File: config.mk
export PLATFORM = sky130hd
export DESIGN_NAME = laser_scan_ctrl
export DESIGN_NICKNAME = d
export VERILOG_FILES = /design/src/rtl/laser_pkg.sv /design/src/rtl/laser_scan_ctrl_best_tracker.sv /design/src/rtl/laser_scan_ctrl.sv
export SDC_FILE = /design/constraint.sdc
export NUM_CORES = 1
export LEC_CHECK = 0
export CAP_MARGIN = 20
export CORE_MARGIN = 2
export CORE_UTILIZATION = 61
export CTS_BUF_LIST = sky130_fd_sc_hd__clkbuf_8 sky130_fd_sc_hd__clkbuf_16
export DETAILED_ROUTE_END_ITERATION = 10
export GPL_TIMING_DRIVEN = 0
export PLACE_DENSITY = 0.94
export SLEW_MARGIN = 10
export SYNTH_ARGS = -nofsm -noshare
export SYNTH_HDL_FRONTEND = slang
export SYNTH_HIERARCHICAL = 1
export SYNTH_SLANG_ARGS = --single-unit
export TNS_END_PERCENT = 100
File: constraint.sdc
create_clock -name CLK -period 4.04 [get_ports CLK]
set_clock_uncertainty 0.15 [all_clocks]
set_input_delay 0.808 -clock CLK [delete_from_list [all_inputs] [get_ports CLK]]
set_output_delay 0.808 -clock CLK [all_outputs]
set_load 0.05 [all_outputs]
File: src/rtl/laser_pkg.sv
// Shared constants, controller state encoding and coordinate helpers for the
// LASER coverage sequencer.
package laser_pkg;

  localparam int COORD_W = 4;
  localparam int CNT_W   = 6;
  localparam int GRID    = 16;
  localparam int NPTS    = 40;
  localparam int R2_MAX  = 16;
  localparam int IDX_W   = 2 * COORD_W;

  typedef enum logic [2:0] {
    IDLE,
    SCAN1,
    DRAIN1,
    SCAN2,
    DRAIN2,
    CHECK,
    FINISH
  } ctrl_state_e;

  typedef struct packed {
    logic [COORD_W-1:0] y;
    logic [COORD_W-1:0] x;
  } coord_t;

  // Raster order with x fastest: low nibble of the index is x.
  function automatic coord_t raster_xy(input logic [IDX_W-1:0] k);
    coord_t c;
    c.x = k[COORD_W-1:0];
    c.y = k[IDX_W-1:COORD_W];
    return c;
  endfunction

endpackage

File: src/rtl/laser_scan_ctrl_best_tracker.sv
// Pairs each returning coverage count with its own candidate (LAT-deep delay)
// and keeps the strictly-best candidate seen since the last incumbent load.
module laser_best_tracker
  import laser_pkg::*;
#(
  parameter int LAT = 1
) (
  input  logic             clk,
  input  logic             rst_n,
  input  logic             cand_vld,
  input  coord_t           cand_xy,
  input  logic [CNT_W-1:0] cnt,
  input  logic             load,
  input  logic [CNT_W-1:0] load_cnt,
  input  coord_t           load_xy,
  output logic [CNT_W-1:0] best_cnt_nxt,
  output coord_t           best_xy_nxt
);

  logic [LAT-1:0]   vld_p;
  coord_t           xy_p [LAT];
  logic [CNT_W-1:0] best_cnt;
  coord_t           best_xy;
  logic             take;

  // alignment stage: candidate issued LAT cycles ago sits in the last slot
  always_ff @(posedge clk or negedge rst_n) begin
    if (!rst_n) begin
      vld_p <= '0;
    end else begin
      vld_p[0] <= cand_vld;
      for (int i = 1; i < LAT; i++) vld_p[i] <= vld_p[i-1];
    end
  end

  always_ff @(posedge clk) begin
    xy_p[0] <= cand_xy;
    for (int i = 1; i < LAT; i++) xy_p[i] <= xy_p[i-1];
  end

  // compare stage: strict greater keeps the earliest raster hit on ties
  assign take         = vld_p[LAT-1] && (cnt > best_cnt);
  assign best_cnt_nxt = take ? cnt : best_cnt;
  assign best_xy_nxt  = take ? xy_p[LAT-1] : best_xy;

  always_ff @(posedge clk) begin
    if (load) begin
      best_cnt <= load_cnt;
      best_xy  <= load_xy;
    end else begin
      best_cnt <= best_cnt_nxt;
      best_xy  <= best_xy_nxt;
    end
  end

endmodule

File: src/rtl/laser_scan_ctrl.sv
// Coordinate-descent sequencer: sweeps all grid candidates for C1 then C2 each
// pass, commits the best, and stops when a pass stops improving coverage.
module laser_scan_ctrl
  import laser_pkg::*;
#(
  parameter int LAT        = 1,
  parameter int MAX_PASSES = 4
) (
  input  logic               CLK,
  input  logic               RST_N,
  input  logic               START,
  input  logic [CNT_W-1:0]   CNT,
  output logic [COORD_W-1:0] CAND_X,
  output logic [COORD_W-1:0] CAND_Y,
  output logic               CAND_VLD,
  output logic [COORD_W-1:0] FIX_X,
  output logic [COORD_W-1:0] FIX_Y,
  output logic               FIX_EN,
  output logic [COORD_W-1:0] C1X,
  output logic [COORD_W-1:0] C1Y,
  output logic [COORD_W-1:0] C2X,
  output logic [COORD_W-1:0] C2Y,
  output logic               BUSY,
  output logic               DONE
);

  localparam logic [2:0] DRAIN_LAST = 3'(LAT - 1);
  localparam logic [3:0] PASS_LAST  = 4'(MAX_PASSES - 1);

  ctrl_state_e      state;
  logic [IDX_W-1:0] idx;
  logic [2:0]       drain;
  logic [3:0]       pass;
  logic [CNT_W-1:0] cur_total;
  logic [CNT_W-1:0] start_total;
  coord_t           c1;
  coord_t           c2;
  coord_t           fix;
  coord_t           cand;
  logic             cand_vld;
  logic             fix_en;
  logic             busy;
  logic             done;

  logic             drain_last;
  logic             finish_now;
  logic             trk_load;
  logic [CNT_W-1:0] trk_load_cnt;
  coord_t           trk_load_xy;
  logic [CNT_W-1:0] best_cnt_nxt;
  coord_t           best_xy_nxt;

  assign cand       = raster_xy(idx);
  assign drain_last = (drain == DRAIN_LAST);
  assign finish_now = ((pass != 4'd0) && (cur_total == start_total)) ||
                      (pass == PASS_LAST);

  // Incumbent is reloaded on the same edge that enters each scan state.
  always_comb begin
    trk_load     = 1'b0;
    trk_load_cnt = cur_total;
    trk_load_xy  = c1;
    unique case (state)
      IDLE: begin
        trk_load     = START;
        trk_load_cnt = '0;
        trk_load_xy  = '0;
      end
      DRAIN1: begin
        trk_load     = drain_last;
        trk_load_cnt = best_cnt_nxt;
        trk_load_xy  = c2;
      end
      CHECK: begin
        trk_load = !finish_now;
      end
      default: begin
        trk_load = 1'b0;
      end
    endcase
  end

  laser_best_tracker #(
    .LAT (LAT)
  ) u_best (
    .clk          (CLK),
    .rst_n        (RST_N),
    .cand_vld     (cand_vld),
    .cand_xy      (cand),
    .cnt          (CNT),
    .load         (trk_load),
    .load_cnt     (trk_load_cnt),
    .load_xy      (trk_load_xy),
    .best_cnt_nxt (best_cnt_nxt),
    .best_xy_nxt  (best_xy_nxt)
  );

  always_ff @(posedge CLK or negedge RST_N) begin
    if (!RST_N) begin
      state       <= IDLE;
      idx         <= '0;
      drain       <= '0;
      pass        <= '0;
      cur_total   <= '0;
      start_total <= '0;
      c1          <= '0;
      c2          <= '0;
      fix         <= '0;
      cand_vld    <= 1'b0;
      fix_en      <= 1'b0;
      busy        <= 1'b0;
      done        <= 1'b0;
    end else begin
      done <= 1'b0;
      unique case (state)
        IDLE: begin
          if (START) begin
            state       <= SCAN1;
            idx         <= '0;
            pass        <= '0;
            cur_total   <= '0;
            start_total <= '0;
            c1          <= '0;
            c2          <= '0;
            fix         <= '0;
            fix_en      <= 1'b0;
            cand_vld    <= 1'b1;
            busy        <= 1'b1;
          end
        end
        SCAN1, SCAN2: begin
          idx <= idx + 1'b1;
          if (idx == '1) begin
            state    <= (state == SCAN1) ? DRAIN1 : DRAIN2;
            cand_vld <= 1'b0;
            drain    <= '0;
          end
        end
        // The last drain cycle sees the final candidate's count, so the
        // commit takes the tracker's look-ahead value rather than its register.
        DRAIN1: begin
          if (drain_last) begin
            c1        <= best_xy_nxt;
            cur_total <= best_cnt_nxt;
            fix       <= best_xy_nxt;
            fix_en    <= 1'b1;
            cand_vld  <= 1'b1;
            drain     <= '0;
            state     <= SCAN2;
          end else begin
            drain <= drain + 3'd1;
          end
        end
        DRAIN2: begin
          if (drain_last) begin
            c2        <= best_xy_nxt;
            cur_total <= best_cnt_nxt;
            drain     <= '0;
            state     <= CHECK;
          end else begin
            drain <= drain + 3'd1;
          end
        end
        CHECK: begin
          if (finish_now) begin
            state <= FINISH;
            done  <= 1'b1;
          end else begin
            state       <= SCAN1;
            pass        <= pass + 4'd1;
            start_total <= cur_total;
            fix         <= c2;
            fix_en      <= 1'b1;
            cand_vld    <= 1'b1;
          end
        end
        FINISH: begin
          state <= IDLE;
          busy  <= 1'b0;
        end
        default: begin
          state <= IDLE;
        end
      endcase
    end
  end

  assign CAND_X   = cand.x;
  assign CAND_Y   = cand.y;
  assign CAND_VLD = cand_vld;
  assign FIX_X    = fix.x;
  assign FIX_Y    = fix.y;
  assign FIX_EN   = fix_en;
  assign C1X      = c1.x;
  assign C1Y      = c1.y;
  assign C2X      = c2.x;
  assign C2Y      = c2.y;
  assign BUSY     = busy;
  assign DONE     = done;

endmodule

Word-level counts from Yosys, hierarchy flattened --
Memory sizes are Yosys's and may differ from the RTL's. Index checks and enable logic that the tools add are counted.
Cells by class: reductions and logical operators 28, add/subtract/negate cells 3, muxes and demuxes 42, magnitude comparators 1, equal/unequal tests 15
Operators with widths (count):
- one-hot mux 8 bit (2 select lines) | 4
- 2-to-1 mux 8 bit | 5
- one-hot mux 6 bit (2 select lines) | 3
- 2-to-1 mux 6 bit | 5
- 2-to-1 mux 3 bit | 8
- one-hot mux 8 bit (3 select lines) | 1
- one-hot mux 3 bit (5 select lines) | 1
- nonzero test 2 bit | 7
- AND reduction 3 bit | 4
- inequality test 2 bit, second input constant | 5
- equality test 3 bit, second input constant | 3
- adder 8 x 1 -> 8 bit, second input constant | 1
- equality test 8 bit, second input constant | 1
- 2-to-1 mux 4 bit | 2
- one-hot mux 4 bit (2 select lines) | 1
- AND reduction 4 bit | 2
- nonzero test 4 bit | 2
- 2-to-1 mux 1 bit | 7
- equality test 3 x 2 -> 1 bit, second input constant | 2
- equality test 6 bit | 1
- greater-than comparator 6 bit | 1
- logical NOT 3 bit | 2
- one-hot mux 1 bit (3 select lines) | 2
- one-hot mux 3 bit (2 select lines) | 1
- 14 further kinds | 18
Word-level totals: input bits 9, RAM bits 8, output and inout bits 36, memories 1, logic and storage cells 110, bits in registers 73
Memories:
- u_best.xy_p | words 1, width 8, rd ports 1, clocked after memory_dff 0, write ports 1, line laser_scan_ctrl_best_tracker.sv:21 | coord_t xy_p [LAT];

Depth between registers and ports, before layout --
Gate-level depths: netlist of the first run.
depth in word-level cells 6, depth in mapped cells 11, depth with buffers taken out 10

Hierarchy --
The synthesis of the first run kept the hierarchy.
Modules (own cells, without submodules):
- laser_scan_ctrl | times used 1, cells each 339, sequential area each 1451.4 um^2, area an instance 2947.8 um^2
- laser_best_tracker | times used 1, cells each 143, sequential area each 465.4 um^2, area an instance 1291.2 um^2

Worst setup path after synthesis of the first run --
No wires, ideal clock.
kind input to register, start point in CNT[3], end point reg fix (netlist bit FIX_X[3]), path slack 1.341 ns, setup time 0.128 ns, arrival time 2.422 ns, data required time 3.762 ns, path buffers 1, stages on the path 9, path through ha_1 -> a21o_1 -> and2_4 -> buf_2 -> o311ai_1 -> nand2_1 -> nand2_1 -> o21ai_0 -> mux2_1
RTL lines:
- from (decl) | line laser_scan_ctrl.sv:12 | input logic [CNT_W-1:0] CNT,
- to (signal assigned) | line laser_scan_ctrl.sv:145 | fix <= best_xy_nxt;
- to (decl) | line laser_scan_ctrl.sv:38 | coord_t fix;

==> results of run 1 <==
[metal layers]
metal / wire length (um) / GRT usage / share of wire
met1: 4262 / 0.3601 / 0.40
met2: 5193 / 0.4876 / 0.48
met3: 1002 / 0.07204 / 0.094
met4: 257 / 0.1245 / 0.024
met5: 0 / 0 / 0
[cell type report]
cell class	count	area [um^2]
multi-input combinational	345	2085
clock inverter	7	106.4
clock buffer	9	123.9
inverter	29	108.9
sequential	81	1917
buffer	27	128.9
fill	449	1749
tap	80	100.1
timing repair buffer	44	437.9
[worst max path at each step]
stage / from / end / slack [ps] / depth (start not counted)
finish: CNT[3] / FIX_Y[0] / 890 / 10
global route: CNT[3] / FIX_X[3] / 760 / 10
CTS: CNT[3] / FIX_X[3] / 940 / 10
detailed placement: CNT[3] / FIX_Y[0] / 530 / 10
global placement: RST_N / C1Y[2] / 200 / 1
floorplan: CNT[3] / FIX_X[3] / 1340 / 9
[cells by family after synthesis]
logic type               Yosys count  synth area share
adder cells (fa/ha/maj)           11           0.03247
flip-flops                        81            0.4522
multiplexers                      12           0.03099
buffers and inverters             56           0.05608
AND/OR/NAND/NOR                  169            0.1759
AO/OA/AOI/OAI                    142            0.2296
XOR/XNOR                          11           0.02273
[layout by cell type (no fill, tap or decap), types with 3 or more instances in the layout]
master	instances
nor2_1	27
a21o_1	3
nand2_1	102
clkdlybuf4s50_1	43
clkbuf_8	9
nand2b_1	3
inv_6	4
nand3_1	12
xnor2_1	4
a21boi_0	9
and2_4	3
clkbuf_1	12
inv_1	27
o21ai_0	57
dfxtp_1	22
mux2_1	4
or3_1	4
buf_2	13
a21oi_1	13
o311ai_1	9
a32oi_1	13
dfrtp_1	59
mux2_2	5
a31oi_1	16
nor3_1	3
ha_1	11
xor2_1	7
mux2i_1	3
o311ai_0	4
[state kept, by name, summed over array words and instances (netlist names)]
signal and flops:
CAND_VLD 1, C1Y 4, FIX_Y 4, state 3
C2Y 4, FIX_EN 1, C1X 4, u_best/xy_p 8
start_total 6, pass 4, drain 3, BUSY 1
cur_total 6, DONE 1, u_best/best_cnt 6, cand 8
u_best/vld_p 1, FIX_X 4, u_best/best_xy 8, C2X 4
[synth_stat cells (3+ instances only)]
cell,instances,area (um^2)
nand2b_1,3,18.77
dfrtp_1,59,1476
a31oi_1,16,100.1
a21oi_1,13,65.06
xnor2_1,4,35.03
and2_4,3,26.28
ha_1,11,137.6
nand2_1,102,382.9
or3_1,4,25.02
mux2i_1,3,30.03
buf_2,13,65.06
a21boi_0,9,67.56
nor3_1,3,15.01
nor2_1,27,101.4
a32oi_1,13,113.9
mux2_1,4,45.04
clkbuf_1,12,45.04
o21ai_0,57,285.3
o311ai_0,4,35.03
xor2_1,7,61.31
mux2_2,5,56.30
dfxtp_1,22,440.4
a21o_1,3,22.52
o311ai_1,9,78.83
inv_1,27,101.4
nand3_1,12,60.06
[power by group through the flow]
stage / logic [uW] / clock network, uW / registers [uW]
finish: 129 / 692 / 859
global placement: 126 / 0 / 871
detailed placement: 129 / 0 / 872
CTS: 129 / 688 / 856
floorplan: 38.8 / 0 / 901
global route: 138 / 716 / 861
[through the flow]
stage / utilization / power [uW] / setup WS (ps) / hold slack, ps
floorplan: - / 939.7 / 1341 / 296.0
global placement: 0.7074 / 997.1 / 196.2 / 279.0
detailed placement: 0.7070 / 1001 / 529.0 / 277.3
CTS: 0.7411 / 1674 / 936.4 / 296.5
global route: 0.7411 / 1715 / 759.3 / 321.9
finish: 0.7411 / 1679 / 891.0 / 286.7
[worst reg2reg max path, cell delays in order (launching register included)]
cell      delay, ps
dfrtp_1         420
inv_1            80
ha_1            170
nor2b_2         320
a21oi_1         110
or2_2           270
buf_2           180
o21ai_4         180
inv_2           180
clkbuf_1        270
nor2_1          170
a31oi_1          50
==> results.toml, run 1 <==
[run_status]
run_status = "finished clean"

[min_path]
min_path_type = "register to register"
min_to = "u_best/vld_p"
holdPathStages = 0
hp-start = "CAND_VLD"

[clock_tree]
cts_tree = "done"
cts-buffers-inserted = 9
cts_setup_buffers = 0
cts.clk_slew.worst_paths_ps = 90
cts_max_path_buffers = 2
clock_sinks = 81
insertion_delay_ps = 360
htreeDepth = 3
ctsRootBufferMaster = "clkbuf_8"
cts_resized = 0
cts_hold_buf = 0

[placement]
placedCellCount = 606
place.gp.congestion = 0.9037
io_buffers = 44
placed_area_um2 = 4777
hpwlAfterDp_mm = 7.902

[critical_path]
worstPathMaxFanout = 10
worst_r2r_path_depth = 11
critPathSlowestCell = "clkdlybuf4s50_1"
r2r_slack_ps = 1360
worstPathArrival_ps = 3250
reg2reg_from = "drain[0]"
slowest_delay_ps = 450
path_cells = "clkdlybuf4s50_1 -> ha_1 -> a21o_1 -> and2_4 -> buf_2 -> o311ai_1 -> nand2_1 -> nand2_1 -> o21ai_0 -> mux2_2"
startpoint_type = "input pin"
critical_path_buf_inv_count = 2
cp-end-kind = "register"
critical_path_class = "input pin to register"
r2r-end = "u_best/best_xy[1]"
required_ps = 4150
cpLargestDelayFamily = "compound AO/OA/AOI/OAI gates"
worst_path_most_repeated_cell = "nand2_1"

[floorplanning]
die_y_um = 87.36
coreArea_um2 = 6756
initial_core_util = 0.6274
die_w_um = 87.36
rows = 30
top_level_ports = 45
dieArea_um2 = 7632

[power]
pwr-share-seq = 0.512
combPwrFrac = 0.077
power.switching_uw = 440.0
p_int_uw = 1239
vdd_drop_max_mv = 0.3200
swShare = 0.2621
leakage_uw = 0.002067
powerDensity_nw_per_um2 = 335.3
clockPowerShare = 0.412

[synth]
synthArstFlopShare = 0.7284
synth_cell_types = 55
ys_seq_area_frac = 0.4522
ys_ff_latch = 81
avgSynthCellArea_um2 = 8.795
yosys_most_used_dff = "dfrtp_1"
syn_nets = 502
synth_edf_count = 0
synth_cells = 482
syn-cell-area_um2 = 4239
ys_warn_count = 6

[detailed_routing]
wl_per_cell_um = 17.23
vias = 3897
wirelength_mm = 10.72
ant_nets = 0
route.detailed.drc = 0
drtIter0Drc = 493
first_pass_iters = 7
routed_via_density = 6.265

[job]
max-cap-violations = 0

[timing]
fin_crit_sh = 0.7795
slew_viol_final = 0
hold_viol_final = 0
setup-violations-final = 0
rsz0062_at_grt = "false"
tightest_slew_ps = 738.2
slew_headroom = 0.5079
fin_crit_ps = 3149
max_clock_freq_mhz = 317.6
fin_setup_tns_ps = 0

[grt]
grt_start_max_net_pins = 60
grt_pass1_wl_mm = 17.35
grt_antenna_before_repair = 0
grt.total_usage = 0.2921
grt-ovfl-total = 0
grt_pass1_vias = 3697

[cells_and_area]
diodes = 0
final_nets = 557
stdcell_count = 622
synthToLayoutAreaGrowth_pct = 18.12
finalInstanceArea_um2 = 5007
drive_above_1_share = 0.1052
No activity file was read; power rests on OpenSTA's default activity.
==> inputs of run 2 (changes only) <==
--- a/config.mk
+++ b/config.mk
@@ -7,11 +7,11 @@
 export LEC_CHECK = 0
 export CAP_MARGIN = 20
 export CORE_MARGIN = 2
-export CORE_UTILIZATION = 61
+export CORE_UTILIZATION = 51
 export CTS_BUF_LIST = sky130_fd_sc_hd__clkbuf_8 sky130_fd_sc_hd__clkbuf_16
 export DETAILED_ROUTE_END_ITERATION = 10
 export GPL_TIMING_DRIVEN = 0
-export PLACE_DENSITY = 0.94
+export PLACE_DENSITY = 0.85
 export SLEW_MARGIN = 10
 export SYNTH_ARGS = -nofsm -noshare
 export SYNTH_HDL_FRONTEND = slang
==> constraint.sdc (replaced) <==
create_clock -name CLK -period 2.7 [get_ports CLK]
set_clock_uncertainty 0.15 [all_clocks]
set_input_delay 0.54 -clock CLK [delete_from_list [all_inputs] [get_ports CLK]]
set_output_delay 0.54 -clock CLK [all_outputs]
set_load 0.05 [all_outputs]
==> run 2 against run 1 <==
Critical path depth grew 2; routed wire length grew 6.7%; largest cell class unchanged; cell count grew 4.7%; global-route usage shrank 3.5 points; core utilization shrank 7.8 points; sequential power grew 50%; first-iteration DRC count shrank 14%; die area grew 19%; hold slack lost 210 ps.
==> results.toml, run 2 (same netlist as run 1, synthesis figures left out) <==
[power]
powerDensity_nw_per_um2 = 474.1
p_int_uw = 1870
vdd_drop_max_mv = 0.4983
clockPowerShare = 0.409
power.switching_uw = 687.3
pwr-share-seq = 0.506
swShare = 0.2688
combPwrFrac = 0.085
finalPower_uw = 2557
leakage_uw = 0.002116

[grt]
grt_pass1_vias = 3692
grt_use_met3 = 0.06324
grt-busiest-layer = "met2"
grt_start_max_net_pins = 60
grt_pass1_wl_mm = 17.91
grt_use_met2 = 0.4202
grt_antenna_before_repair = 0
grtUsageMet1 = 0.3406
grt.total_usage = 0.2574
grt-ovfl-total = 0

[floorplanning]
coreArea_um2 = 8134
die_y_um = 95.17
initial_core_util = 0.5212
dieArea_um2 = 9057
top_level_ports = 45
rows = 33
die_w_um = 95.17

[critical_path]
required_ps = 2840
critical_path_class = "input pin to register"
worstPathMaxFanout = 10
worstPathArrival_ps = 2800
cp-end-kind = "register"
startpoint_type = "input pin"

[placement]
hpwlAfterDp_mm = 7.793
io_buffers = 44
preCtsSetupSlack_ps = -567.9
place.gp.congestion = 0.8921

[cells_and_area]
seqCellArea_um2 = 1917
multi_input_area_um2 = 2377
drive_above_1_share = 0.1593
final_nets = 561
fillers = 632
fin_util = 0.6631
synthToLayoutAreaGrowth_pct = 27.24
diodes = 0
final_cell_mix = "98 x nand2_1, 59 x dfrtp_1, 57 x o21ai_0, 39 x clkdlybuf4s50_1"
mostFrequentLayoutCell = "nand2_1"

[timing]
slew_viol_final = 0
fin_hold_ws_ps = 80.33
fin_crit_sh = 0.9848
slew_headroom = 0.4899
tightest_slew_ps = 765.1
setup_slack_ps = 40.94
max_clock_freq_mhz = 376.1
setup-violations-final = 0
hold_viol_final = 0
fin_crit_ps = 2659
fin_setup_tns_ps = 0

[clock_tree]
insertion_delay_ps = 370
cts-buffers-inserted = 9
htreeDepth = 3
ctsRootBufferMaster = "clkbuf_8"
cts_max_path_buffers = 2
cts.clk_slew.worst_paths_ps = 90
cts_tree = "done"
clock_sinks = 81

[detailed_routing]
routed_via_density = 5.931
wl_per_cell_um = 17.57
wirelength_mm = 11.44
vias = 3861
drtIter0Drc = 422
route.detailed.drc = 0
ant_nets = 0
first_pass_iters = 6

[min_path]
min_path_type = "input pin to asynchronous set/reset pin"

[run_status]
run_status = "finished clean"

[job]
max-cap-violations = 0
==> run 2: worst max-delay path, cell delays in order <==
cell and delay, ps:
clkdlybuf4s50_1 480, inv_1 50, ha_1 270, nand2_1 90, o21a_1 220, buf_4 290
o311ai_2 160, nand2_1 130, nand2_1 100, o21ai_0 240, nor2_1 70, a31oi_1 140
==> run 2: what timing repair did <==
action | 4_1_cts | 5_1_grt
buffers inserted | 3 | 1
resized for setup | 17 | 38
hold buffers | 0 | 0
endpoints found under the setup margin | 8 | 22
endpoints found under the hold margin | 0 | 0
pin swaps | 5 | 13
==> run 2: final cells by class <==
class	count	area share
Buffer	27	0.02714
Multi-Input combinational cell	345	0.4407
Tap cell	105	0.02436
Sequential cell	81	0.3554
Clock buffer	9	0.02296
Clock inverter	7	0.02018
Timing Repair Buffer	48	0.08861
Inverter	29	0.02064
==> run 2: per-stage QoR <==
step	cells	cell area (um^2)
2_1_floorplan	482	4239
3_3_place_gp	631	4811
3_5_place_dp	631	4808
4_1_cts	650	5177
5_1_grt	651	5394
6_report	651	5394
==> run 2: per-layer routing <==
| layer | wire (um) | part of all wire |
|---|---|---|
| met2 | 5632 | 0.49 |
| met4 | 170 | 0.015 |
| met5 | 0 | 0 |
| met3 | 760 | 0.066 |
| met1 | 4873 | 0.43 |
==> run 2: worst paths after layout <==
path / start / to / slack [ps] / cells past startpoint
setup / recovery: CNT[0] / u_best/best_cnt[2] / 40 / 12
hold / removal: RST_N / FIX_Y[3] / 80 / 1
setup reg to reg: u_best/best_cnt[3] / FIX_Y[1] / 120 / 10
hold reg to reg: cand[7] / u_best/xy_p[0][7] / 310 / 0
max in group asynchronous: RST_N / cand[1] / 1800 / 1
min in group CLK: cand[7] / u_best/xy_p[0][7] / 310 / 0
==> run 2: power groups by stage <==
stage | sequential, uW | combinational [uW] | clock, uW
floorplan | 1350 | 58.0 | 0
global route | 1300 | 232 | 1110
CTS | 1290 | 201 | 1050
detailed placement | 1310 | 193 | 0
finish | 1290 | 218 | 1050
global placement | 1300 | 189 | 0
